**src/rtl/cic_pkg.sv**
```systemverilog
// Shared constants and width helper for the CIC decimator and its golden model.
package cic_pkg;

   localparam int CIC_ORDER     = 3;
   localparam int CIC_DEC_RATIO = 16;
   localparam int CIC_DEC_LOG2  = 4;
   localparam int CIC_IN_W      = 12;
   localparam int CIC_OUT_W     = 16;

   // Accumulator width that holds the full R^N gain without overflow.
   function automatic int cic_acc_w(input int in_w, input int order, input int dec_log2);
      return in_w + order * dec_log2;
   endfunction

endpackage

```
**src/rtl/cic_comb_stage.sv**
```systemverilog
// One registered comb (differentiator) stage with its stage-valid flag.
module cic_comb_stage
   import cic_pkg::*;
#(
   parameter int W = cic_acc_w(CIC_IN_W, CIC_ORDER, CIC_DEC_LOG2)
) (
   input  logic         write_clk,
   input  logic         reset_bar,
   input  logic [W-1:0] in_data,
   input  logic         in_valid,
   output logic [W-1:0] out_data,
   output logic         out_valid
);

   logic [W-1:0] diff_reg;
   logic [W-1:0] delay_reg;
   logic         valid_reg;

   // Difference against the previous decimated sample; the flag walks one stage per cycle.
   always_ff @(posedge write_clk) begin
      if (!reset_bar) begin
         diff_reg  <= '0;
         delay_reg <= '0;
         valid_reg <= 1'b0;
      end else begin
         valid_reg <= in_valid;
         if (in_valid) begin
            diff_reg  <= in_data - delay_reg;
            delay_reg <= in_data;
         end
      end
   end

   assign out_data  = diff_reg;
   assign out_valid = valid_reg;

endmodule

```
**src/rtl/cic_decim_stage.sv**
```systemverilog
// CIC decimation filter: inline integrators, decimation counter, comb pipeline, truncating output.
module cic_decim_stage
   import cic_pkg::*;
#(
   parameter int IN_W      = CIC_IN_W,
   parameter int ORDER     = CIC_ORDER,
   parameter int DEC_RATIO = CIC_DEC_RATIO,
   parameter int DEC_LOG2  = CIC_DEC_LOG2,
   parameter int OUT_W     = CIC_OUT_W
) (
   input  logic                    write_clk,
   input  logic                    reset_bar,
   input  logic signed [IN_W-1:0]  data_in,
   input  logic                    in_valid,
   output logic signed [OUT_W-1:0] data_out,
   output logic                    out_valid,
   output logic [7:0]              dec_phase
);

   localparam int         ACC_W      = cic_acc_w(IN_W, ORDER, DEC_LOG2);
   localparam logic [7:0] PHASE_LAST = 8'(DEC_RATIO - 1);

   logic [ACC_W-1:0] data_ext;
   logic [ACC_W-1:0] integ [ORDER];

   logic [7:0]       phase_reg;
   logic [7:0]       phase_next;
   logic             blk_end_reg;
   logic [ACC_W-1:0] c0_reg;
   logic             c0_valid_reg;

   logic [ACC_W-1:0] stage_data [ORDER+1];
   logic [ORDER:0]   stage_valid;

   logic [OUT_W-1:0] data_out_reg;
   logic             out_valid_reg;
   logic             unused_low_bits;

   assign data_ext = {{(ACC_W-IN_W){data_in[IN_W-1]}}, data_in};

   // Integrator chain; modulo-2^ACC_W wrap is harmless because the combs cancel it.
   generate
      for (genvar gi = 0; gi < ORDER; gi++) begin : g_integ
         logic [ACC_W-1:0] acc_reg;
         logic [ACC_W-1:0] addend;

         if (gi == 0) begin : g_src_in
            assign addend = data_ext;
         end else begin : g_src_prev
            assign addend = integ[gi-1];
         end

         // Accumulate on valid beats only, using the previous stage's pre-edge value.
         always_ff @(posedge write_clk) begin
            if (!reset_bar) begin
               acc_reg <= '0;
            end else if (in_valid) begin
               acc_reg <= acc_reg + addend;
            end
         end

         assign integ[gi] = acc_reg;
      end
   endgenerate

   // Next decimation phase: counts valid beats and wraps at the block end.
   always_comb begin
      phase_next = phase_reg;
      if (in_valid) begin
         phase_next = (phase_reg == PHASE_LAST) ? 8'd0 : phase_reg + 8'd1;
      end
   end

   // Phase counter and block-end marker for the beat that closes a block.
   always_ff @(posedge write_clk) begin
      if (!reset_bar) begin
         phase_reg   <= 8'd0;
         blk_end_reg <= 1'b0;
      end else begin
         phase_reg   <= phase_next;
         blk_end_reg <= in_valid && (phase_reg == PHASE_LAST);
      end
   end

   // Capture the last integrator one cycle after the block-end beat.
   always_ff @(posedge write_clk) begin
      if (!reset_bar) begin
         c0_reg       <= '0;
         c0_valid_reg <= 1'b0;
      end else begin
         c0_valid_reg <= blk_end_reg;
         if (blk_end_reg) begin
            c0_reg <= integ[ORDER-1];
         end
      end
   end

   assign stage_data[0]  = c0_reg;
   assign stage_valid[0] = c0_valid_reg;

   generate
      for (genvar gi = 0; gi < ORDER; gi++) begin : g_comb
         cic_comb_stage #(
            .W (ACC_W)
         ) u_comb (
            .write_clk (write_clk),
            .reset_bar (reset_bar),
            .in_data   (stage_data[gi]),
            .in_valid  (stage_valid[gi]),
            .out_data  (stage_data[gi+1]),
            .out_valid (stage_valid[gi+1])
         );
      end
   endgenerate

   // Output register: top OUT_W bits of the last comb, held between strobes.
   always_ff @(posedge write_clk) begin
      if (!reset_bar) begin
         data_out_reg  <= '0;
         out_valid_reg <= 1'b0;
      end else begin
         out_valid_reg <= stage_valid[ORDER];
         if (stage_valid[ORDER]) begin
            data_out_reg <= stage_data[ORDER][ACC_W-1 -: OUT_W];
         end
      end
   end

   // Truncated fraction bits are intentionally dropped.
   assign unused_low_bits = ^stage_data[ORDER][ACC_W-OUT_W-1:0];

   assign data_out  = data_out_reg;
   assign out_valid = out_valid_reg;
   assign dec_phase = phase_reg;

endmodule

```
**config.mk**
```make
export PLATFORM = sky130hd
export DESIGN_NAME = cic_decim_stage
export DESIGN_NICKNAME = d
export VERILOG_FILES = /design/src/rtl/cic_pkg.sv /design/src/rtl/cic_comb_stage.sv /design/src/rtl/cic_decim_stage.sv
export SDC_FILE = /design/constraint.sdc
export NUM_CORES = 1
export LEC_CHECK = 0
export CORE_MARGIN = 8
export CORE_UTILIZATION = 30
export CTS_CLUSTER_SIZE = 10
export DETAILED_ROUTE_END_ITERATION = 7
export GPL_TIMING_DRIVEN = 0
export PLACE_DENSITY_LB_ADDON = 0.08
export SKIP_LAST_GASP = 1
export SLEW_MARGIN = 20
export SYNTH_ARGS = -nofsm -noshare
export SYNTH_HDL_FRONTEND = slang
export SYNTH_SLANG_ARGS = --single-unit
export TNS_END_PERCENT = 20
```
**constraint.sdc**
```tcl
create_clock -name write_clk -period 4.8 [get_ports write_clk]
set_input_delay 0.96 -clock write_clk [delete_from_list [all_inputs] [get_ports write_clk]]
set_output_delay 0.96 -clock write_clk [all_outputs]
set_load 0.05 [all_outputs]
```
Yosys cells after proc, flatten, opt, wreduce, memory -nomap -nowiden
Cells that the tools add are included.

storage, ports and cells
  register bits after elaboration = 270
  input port bits = 15
  output and inout bits = 25
  logic and storage cells = 28

cells by class
  add/sub/neg operators = 7
  equal/unequal tests = 1
  muxes and demuxes = 1
  reduce and logical (&&, ||, !) cells = 1

operator list
  cell                                           number
  adder 24 bit                                   3
  subtractor 24 bit                              3
  adder 8 x 1 -> 8 bit, second input constant    1
  == test 8 x 4 -> 1 bit, second input constant  1
  two-way mux 8 bit                              1
  logical AND 1 bit                              1

Depth between registers and ports, before layout
  depth in word-level cells = 2
  gate-level depth with buffers = 13
  depth with buffers taken out = 13

By module
From an unflattened synthesis, not the netlist that was laid out.

second synthesis, totals
  cell total of the unflattened synthesis = 1945
  area total of the unflattened synthesis = 16859.9 sq um

modules (own cells, without submodules)
  module           times used  cells each  area an instance (sq um)  seq. area each (sq um)
  cic_comb_stage   3           355         3096.7                    980.9
  cic_decim_stage  1           880         7569.8                    2462.4

Worst setup path before layout
OpenSTA, ideal clock, no wires.

  path type = input -> register
  from = input port data_in[0]
  to = register g_integ[0].acc_reg[20]
  library setup time = 91 ps
  arrival time = 3177 ps
  required time = 4709 ps
  slack = 1532 ps
  stages = 12
  buffers on the path = 0
  cell sequence = ha_1 > fa_1 > a21o_1 > a21o_1 > a21oi_1 > o21ai_1 > a31o_2 > a21o_1 > a21oi_1 > o21a_1 > o21ai_1 > a311oi_1

between the ends
  word-level cells in the longest chain between the ends = 1

ends and longest elaborated chain
  element               RTL line               RTL
  start, declared       cic_decim_stage.sv:13  input logic signed [IN_W-1:0] data_in,
  adder 24 bit          cic_decim_stage.sv:58  acc_reg <= acc_reg + addend;
  end signal, assigned  cic_decim_stage.sv:58
  end, declared         cic_decim_stage.sv:44  logic [ACC_W-1:0] acc_reg;

Every way passes these cells.
A chain may end at the register's enable or synchronous reset.

Worst setup path in the final report
  from = input port data_in[11]
  to = register g_integ[0].acc_reg[23]

The elaborated chain is that of the path after synthesis.

==> results.json <==
{
  "cts.repair.resized": 0,
  "antenna_found_initial": 0,
  "io_pins": 40,
  "synth_area_um2": 15200,
  "grt_pass1_vias": 11700,
  "grt_usage_pct": 14.5,
  "dp_hpwl_um": 32400,
  "synthToLayoutAreaGrowth_pct": 14.5,
  "crit_chain": "clkdlybuf4s50_1, ha_1, and3_1, nand2_1, or3_1, nor3_1, nor3_1, o31ai_1, xor2_1, nand2_1, xor2_1, nor2_1",
  "cts_tree": "done",
  "p_sw_mw": 1.60,
  "synth_seq_cells": 262,
  "synthCells": 1737,
  "start_util_pct": 30.4,
  "vdd_drop_max_mv": 0.191,
  "max_freq_ghz": 0.251,
  "sw_frac_of_total_pct": 28.5,
  "worstPathArrival_ns": 4.40,
  "ys.flop_type": "dfxtp_1",
  "worst_hold_path_type": "flip-flop to flip-flop",
  "yosys.area.top_type": "dfxtp_1",
  "grt_max_degree": 14,
  "min_from": "data_out[15]",
  "die_h_um": 241,
  "die_area_um2": 58200,
  "clock_latency_ns": 0.55,
  "wl_um": 42200,
  "synth_most_common_cell": "nor2_1",
  "avgViaCountPerCell": 4.81,
  "syn_nets": 1895,
  "fin_tns_setup_ns": 0,
  "slowest_delay_ns": 0.76,
  "io_buffers": 37,
  "placementRows": 82,
  "status": "complete, no violations",
  "final_antenna_net_count": 0,
  "reg2reg_depth": 12,
  "path_clk_slew_ns": 0.05,
  "final_area_um2": 17400,
  "critPathLaunchType": "input port",
  "pwr-share-clk_pct": 42.1,
  "cts_setup_buffers": 0,
  "r2r_end": "g_integ[2].acc_reg[22]",
  "drt-met1-wl_um": 20100,
  "synth_seq_area_share_pct": 34.5,
  "antenna_cells": 0,
  "cpMaxStageDelayCell": "clkdlybuf4s50_1",
  "wl_met3_um": 1290,
  "rrSetupSlack_ns": 1.38,
  "r2r-start": "g_integ[2].acc_reg[0]",
  "cts_hold_buf": 0,
  "crit_family": "simple AND/OR/NAND/NOR gates",
  "dr.first_iter.drc_count": 431,
  "maxSlewHeadroom_pct": 29.3,
  "cp_num_buf_inv": 1,
  "dr_wl_met2_um": 19700,
  "grt.overflow.total": 0,
  "die_w_um": 241,
  "drv_cap": 0,
  "synthArstFlopShare_pct": 0,
  "critPathRequiredTime_ns": 5.21,
  "netlist_top_cells_area": "dfxtp_1, mux2i_1, ha_1",
  "fin_crit_ns": 3.98,
  "nets": 1969,
  "firstDrtPassIters": 4,
  "worst_pin_slew_ns": 1.06,
  "drive_gt1_share_pct": 3.72,
  "gp_congestion": 0.855,
  "crit_type": "input port to flip-flop",
  "dpl-instance-area_um2": 16400,
  "worstPathMaxFanout": 13,
  "core_area_um2": 50100,
  "hold_path_depth": 2,
  "ctsLongestPathBuffers": 3,
  "pwr-share-seq_pct": 42.1,
  "hold_viol": 0,
  "cts_made_buffers": 35,
  "cp-end-kind": "flip-flop",
  "fin_skew_ns": 0.0288,
  "intPower_mw": 4.01,
  "timing.final.crit_share_pct": 83.0,
  "post_drt_wl_per_cell_um": 16.9,
  "routed.top_layer": "met4",
  "holdPathEnd": "data_out[15]",
  "drc_errors": 0,
  "p_per_area_nw_per_um2": 322,
  "syn_area_per_cell_um2": 8.76,
  "ys_types": 73,
  "num_vias": 12000,
  "cts_sinks": 262,
  "leakagePower_nw": 6.93,
  "grt_pass1_wl_um": 66100,
  "cts.htree.levels": 2,
  "comb_power_share_pct": 15.8,
  "synth_warnings": 0,
  "synth_edf_count": 0,
  "slew_viol_final": 0,
  "rsz0062_at_grt": "no",
  "synth_top_area_share_pct": 34.5,
  "fillers": 5333,
  "ctsRootBufferMaster": "clkbuf_16",
  "synth_commonest_cells": "nor2_1, dfxtp_1, mux2i_1",
  "setup_viol": 0
}
-- how the worst max path moves through the flow --
| stage | to | cells after the start | slack, ns | from |
|---|---|---|---|---|
| finish | g_integ[0].acc_reg[23] | 12 | 0.82 | data_in[11] |
| global route | g_integ[0].acc_reg[23] | 12 | 0.50 | data_in[11] |
| CTS | g_integ[0].acc_reg[23] | 12 | 0.83 | data_in[11] |
| detailed placement | g_integ[0].acc_reg[23] | 12 | 0.28 | data_in[11] |
| global placement | g_integ[0].acc_reg[23] | 12 | 0.22 | data_in[11] |
| floorplan | g_integ[0].acc_reg[20] | 12 | 1.53 | data_in[0] |
-- through the flow --
| step | util (%) | hold WS [ns] | power [mW] | setup WS [ns] | cells |
|---|---|---|---|---|---|
| 3_3_place_gp | 32.8 | 0.473 | 3.29 | 0.222 | 2446 |
| 6_report | 34.8 | 0.489 | 5.60 | 0.815 | 2498 |
| 5_1_grt | 34.8 | 0.517 | 5.91 | 0.500 | 2498 |
| 2_1_floorplan | - | 0.446 | 3.06 | 1.53 | 1737 |
| 3_5_place_dp | 32.8 | 0.479 | 3.30 | 0.279 | 2446 |
| 4_1_cts | 34.8 | 0.493 | 5.72 | 0.826 | 2498 |
-- area by class of cell --
class	count	area, um^2	share of cell area [%]
Buffer	63	238	1.36
Tap cell	672	841	4.83
Sequential cell	262	5250	30.1
Inverter	99	372	2.13
Clock inverter	8	56.3	0.323
Timing Repair Buffer	37	370	2.13
Multi-Input combinational cell	1313	9360	53.7
Clock buffer	44	940	5.39
-- placed cells by master (no fill, tap or decap), types with 10 or more instances in the layout --
cell and instances:
nand2b_1 17, or3_1 12, inv_1 98, nand3_1 32, dfxtp_1 262, clkdlybuf4s50_1 37, buf_1 14, o21ai_1 16
nor3_1 14, o21ai_0 54, nor2_1 291, a211oi_1 27, mux2i_1 191, a31oi_1 15, ha_1 138, o21a_1 20
xor2_1 43, a21oi_1 103, clkbuf_16 35, nand4_1 10, xnor2_1 73, clkbuf_1 54, nor2b_1 13, nand2_1 70
a21o_1 52, o21bai_1 14
-- logic make-up (layout without fill, tap and decap cells) --
kind of cell / count (synthesis) / in the layout / synth area share, %
AOI/OAI and AO/OA: 368 / 368 / 16.0
xor gates and xnor gates: 116 / 116 / 6.68
adders and majority gates: 143 / 143 / 12.0
buffers and inverters: 162 / 251 / 4.00
DFF: 262 / 262 / 34.5
muxes: 192 / 192 / 12.6
and+or+nand+nor: 494 / 494 / 14.2
-- layer usage --
metal	vias to the layer above	track usage, %
li1	6217	-
met3	52	2.41
met1	5623	18.4
met4	0	5.02
met2	128	24.7
met5	-	0
-- power groups by stage --
stage	combinational (mW)	sequential (mW)	clock [mW]
floorplan	0.689	2.37	0
global placement	0.879	2.41	0
detailed placement	0.884	2.41	0
CTS	0.889	2.36	2.47
global route	0.990	2.37	2.55
finish	0.884	2.36	2.36
-- worst reg2reg max path: cells and delay by family, from the launching register on --
family / cells / cell delay, ns
compound gates: 9 / 2.04
fa+ha+maj: 2 / 0.70
flops: 1 / 0.36
xor+xnor: 1 / 0.18
No activity file was read; power rests on OpenSTA's default activity.
